--- src/rtl/legv8_imm_gen_pipe.sv ---
// legv8_imm_gen_pipe
//   Pipelined immediate generator for the LEGv8 decode stage. Extracts the immediate field
//   selected by i_fmt from a 32-bit instruction, sign/zero-extends it, scales it, and delivers
//   the result truncated to DATA_W bits through a one-entry valid/ready output buffer.
//
// Parameters
//   DATA_W   output width, 28..64 (result is built at 64 bits, low DATA_W bits are kept)
//   BR_SHIFT left shift applied to B and CB offsets (word to byte address)
//
// Ports
//   i_clk         rising-edge clock
//   i_reset       synchronous active-high reset
//   i_in_valid    i_instr/i_fmt valid this cycle
//   o_in_ready    block accepts input this cycle
//   i_instr       instruction word
//   i_fmt         0=D, 1=I, 2=B, 3=CB, 4=IW, 5..7 illegal
//   o_out_valid   o_imm_out holds a result
//   i_out_ready   consumer takes the result this cycle
//   o_imm_out     extended immediate
//   o_out_illegal result came from an illegal format
//   o_err_count   saturating count of accepted illegal formats
//                 (present only when LEGV8_IMM_ERRCNT_EN is defined)
//
// Optional feature macro: LEGV8_IMM_ERRCNT_EN
module legv8_imm_gen_pipe #(
  parameter int unsigned DATA_W   = 64,
  parameter int unsigned BR_SHIFT = 2
) (
  input  logic              i_clk,
  input  logic              i_reset,
  input  logic              i_in_valid,
  output logic              o_in_ready,
  input  logic [31:0]       i_instr,
  input  logic [2:0]        i_fmt,
  output logic              o_out_valid,
  input  logic              i_out_ready,
  output logic [DATA_W-1:0] o_imm_out,
  output logic              o_out_illegal
`ifdef LEGV8_IMM_ERRCNT_EN
  ,
  output logic [7:0]        o_err_count
`endif
);

  localparam logic [2:0] FMT_D  = 3'd0;
  localparam logic [2:0] FMT_I  = 3'd1;
  localparam logic [2:0] FMT_B  = 3'd2;
  localparam logic [2:0] FMT_CB = 3'd3;
  localparam logic [2:0] FMT_IW = 3'd4;

  logic [63:0]       w_imm64;
  logic              w_illegal;
  logic              w_accept;
  logic              w_unused_instr;

  logic              r_out_valid;
  logic [DATA_W-1:0] r_imm;
  logic              r_illegal;

  // Opcode bits never carry immediate data.
  assign w_unused_instr = ^i_instr[31:26];

  // All extension and shifting happens at 64 bits; bits pushed past bit 63 are dropped.
  always_comb begin
    w_imm64   = '0;
    w_illegal = 1'b0;
    case (i_fmt)
      FMT_D:   w_imm64 = {{55{i_instr[20]}}, i_instr[20:12]};
      FMT_I:   w_imm64 = {52'd0, i_instr[21:10]};
      FMT_B:   w_imm64 = {{38{i_instr[25]}}, i_instr[25:0]} << BR_SHIFT;
      FMT_CB:  w_imm64 = {{45{i_instr[23]}}, i_instr[23:5]} << BR_SHIFT;
      FMT_IW:  w_imm64 = {48'd0, i_instr[20:5]} << {i_instr[22:21], 4'b0000};
      default: w_illegal = 1'b1;
    endcase
  end

  if (DATA_W < 64) begin : g_trunc
    logic w_unused_hi;
    assign w_unused_hi = ^w_imm64[63:DATA_W];
  end

  // Ready is held low while reset is asserted so nothing is captured in the reset cycle.
  assign o_in_ready = ~i_reset & (~r_out_valid | i_out_ready);
  assign w_accept   = i_in_valid & o_in_ready;

  always_ff @(posedge i_clk) begin
    if (i_reset) begin
      r_out_valid <= 1'b0;
      r_imm       <= '0;
      r_illegal   <= 1'b0;
    end else if (w_accept) begin
      // Covers both a fresh load and a simultaneous emit+load.
      r_out_valid <= 1'b1;
      r_imm       <= w_imm64[DATA_W-1:0];
      r_illegal   <= w_illegal;
    end else if (i_out_ready) begin
      r_out_valid <= 1'b0;
    end
  end

  assign o_out_valid   = r_out_valid;
  assign o_imm_out     = r_imm;
  assign o_out_illegal = r_illegal;

`ifdef LEGV8_IMM_ERRCNT_EN
  logic [7:0] r_err_count;

  always_ff @(posedge i_clk) begin
    if (i_reset) begin
      r_err_count <= 8'd0;
    end else if (w_accept && w_illegal && (r_err_count != 8'hFF)) begin
      r_err_count <= r_err_count + 8'd1;
    end
  end

  assign o_err_count = r_err_count;
`endif

endmodule

--- config.mk ---
export PLATFORM = sky130hd
export DESIGN_NAME = legv8_imm_gen_pipe
export DESIGN_NICKNAME = d
export VERILOG_FILES = /design/src/rtl/legv8_imm_gen_pipe.sv
export SDC_FILE = /design/constraint.sdc
export NUM_CORES = 1
export LEC_CHECK = 0
export CORE_MARGIN = 8
export CORE_UTILIZATION = 45
export CTS_CLUSTER_SIZE = 8
export DETAILED_ROUTE_END_ITERATION = 10
export PLACE_DENSITY = 0.79
export RECOVER_POWER = 50
export SLEW_MARGIN = 5
export SYNTH_ARGS = -nofsm -noshare
export SYNTH_HDL_FRONTEND = slang
export SYNTH_SLANG_ARGS = --single-unit
--- constraint.sdc ---
create_clock -name i_clk -period 2.2 [get_ports i_clk]
set_input_delay 0.44 -clock i_clk [delete_from_list [all_inputs] [get_ports i_clk]]
set_output_delay 0.44 -clock i_clk [all_outputs]
set_load 0.05 [all_outputs]
==> key figures <==
Run status
  – Status: complete, no violations

Placed design
  – Cells after DPL: 458
  – Gpl congestion: 0.918
  – Post-Place Setup Slack: -0.0158 ns
  – DP Area: 0.00426 mm²
  – Port Buffers: 99
  – Detailed placement HPWL: 7550 µm

Clocking
  – H-tree depth: 3
  – Clock Sinks: 66
  – CTS tree: yes
  – Worst-Skew Late Latency: 0.35 ns
  – Hold_buf cts: 0
  – Post_cts resized: 0
  – TritonCTS Buffers: 9
  – CTS root buf: clkbuf_8
  – Worst-path clk slew: 0.08 ns
  – Max Buffers Root-to-Sink: 2
  – Setup Buffers After CTS: 0

Cells and area
  – Fin util: 69.8%
  – Most frequent cells in the layout: clkdlybuf4s50_1, dfxtp_1, a221o_1
  – Non-filler cells, final: 474
  – Commonest non-fill, non-tap cell in the layout: clkdlybuf4s50_1
  – Nets: 431
  – Antenna cell count: 0
  – Layout cells sized above 1: 17.4%
  – Filler cell count: 491
  – P&R area growth vs syn: 49.3%
  – Design Area, Final: 0.00443 mm²

Synthesis
  – Post-synthesis cell count: 270
  – Register area share after synthesis: 44.5%
  – Post-synth top area share: 44.5%
  – Syn Nets: 309
  – Yosys reg bits: 66
  – Yosys warnings: 0
  – Syn Area/Cell: 11.0 µm²
  – Synthesized cell area: 0.00297 mm²
  – Synth Flop Type: dfxtp_1
  – Post-synth EDFFs: 0
  – Area leader, netlist: dfxtp_1
  – Share of flip-flops with an asynchronous set or reset: 0%
  – Largest cells by area after synthesis: dfxtp_1, a221o_1, mux4_2
  – Distinct cells, synth: 42

Floorplanning
  – Chip Height: 97.2 µm
  – Initial Util: 46.7%
  – # rows: 29
  – Die W: 97.2 µm
  – Die ar.: 0.00945 mm²
  – Ports: 106
  – Core area: 0.00635 mm²

Drt
  – Detailed Route WL: 10500 µm
  – Vias per std cell: 6.26
  – First drt pass iteration count: 5
  – Routed wire per std cell: 22.2 µm
  – Iteration-0 DRC count of the detailed router: 268
  – DRC errors left: 0
  – Post-DRT Antenna Nets: 0
  – Vias: 2969

Worst setup path
  – CP bufs+invs: 3
  – Worst path arrival time: 2.32 ns
  – CP required: 2.49 ns
  – CP max FO: 21
  – Slowest cell on crit path: clkdlybuf4s50_1
  – CP Capture Type: flip-flop
  – CP top delay family: buffers and inverters
  – Slowest Stage Delay on Critical Path: 0.45 ns
  – CP cell instances: clkdlybuf4s50_1 -> buf_12 -> nor4b_1 -> and2b_1 -> and2_0 -> clkbuf_2 -> a221o_1
  – Critical path class: primary input to flip-flop
  – Crit path launch type: primary input

Timing
  – WHS: 0.460 ns
  – Setup TNS: 0 ns
  – Final setup fails: 0
  – Hold Vio Cnt, Final: 0
  – F_max: 0.492 GHz
  – Final slew viol count: 0
  – Least-Margin Pin Slew: 0.556 ns
  – PnR worst setup slack: 0.169 ns
  – Max-slew headroom: 62.8%
  – Period utilization: 92.3%
  – Clock Skews: 0.0124 ns
  – Unrepaired setup endpoints after global routing: no
  – Final worst path period need: 2.03 ns

GRT
  – Total track usage: 21.9%
  – Initial antenna violation count: 0
  – Grt ovf: 0
  – First-pass GRT wire length: 16500 µm
  – Vias in the first global route: 2861
  – Largest net degree at the start of global routing: 40

Min path
  – Hold Path Class: flip-flop to flip-flop

Job
  – Max Cap Viol: 0

Power
  – VDD IR max: 593 µV
  – Pleak: 1.74 nW
  – Total power: 3.03 mW
  – Pwr dens: 684 mW/mm²
-- sequential cells by signal (all words and copies together), names as in the netlist --
name,cells
o_out_illegal,1
o_out_valid,1
o_imm_out,64
-- cell usage after synthesis, types with 2 or more instances --
cell type  number
buf_1           2
a211oi_1       10
a21o_1          2
nor2b_1         8
a222oi_1        3
clkbuf_1       11
nor3_1          2
and2_1          2
inv_1           3
nand3b_1        4
o21ai_0         9
a21oi_1         8
buf_2           6
mux2i_1         4
a221o_1        58
a32oi_1         4
nand3_1         2
nand2_1        13
nor2_1          5
dfxtp_1        66
buf_4           2
buf_6          11
mux4_2          6
nor3b_1         5
and3_1          6
nand4_1         2
-- report_power, final --
group	internal [mW]	switching [mW]
registers	1.24	0.0254
clock network	0.648	0.516
logic	0.248	0.354
-- cell families after synthesis --
kind of cell	Yosys count	synth area share, %
AND/OR/NAND/NOR	57	11.7
flip-flops	66	44.5
AO/OA/AOI/OAI	101	30.0
multiplexers	10	5.90
buffers and inverters	36	7.84
-- final cells by class --
class	count	area (µm²)	share of cell area, %
Multi-Input combinational cell	168	1400	31.6
Timing Repair Buffer	143	1370	31.0
Sequential cell	66	1320	29.8
Clock buffer	9	124	2.80
Clock inverter	7	100	2.26
Tap cell	77	96.3	2.17
Inverter	4	15.0	0.339
-- layer usage --
layer	share of wire, %	global-route usage (%)	up-vias	routed length (µm)
met4	4.1	12.7	0	432
li1	-	-	1335	-
met3	7.6	5.33	31	800
met5	0	0	-	0
met1	42	26.8	1438	4410
met2	46	34.1	165	4890
-- path summary, 6_finish.rpt --
path | startpoint | end | slack (ns) | cells past startpoint
hold / removal | o_imm_out[24]$_SDFFE_PP0P_ | o_imm_out[24]$_SDFFE_PP0P_ | 0.46 | 1
setup reg to reg | o_out_valid$_SDFFE_PP0P_ | o_imm_out[4]$_SDFFE_PP0P_ | 0.57 | 5
setup / recovery | i_fmt[0] | o_imm_out[4]$_SDFFE_PP0P_ | 0.17 | 7
hold reg to reg | o_imm_out[24]$_SDFFE_PP0P_ | o_imm_out[24]$_SDFFE_PP0P_ | 0.46 | 1
Power figures use the tool's default switching activity.
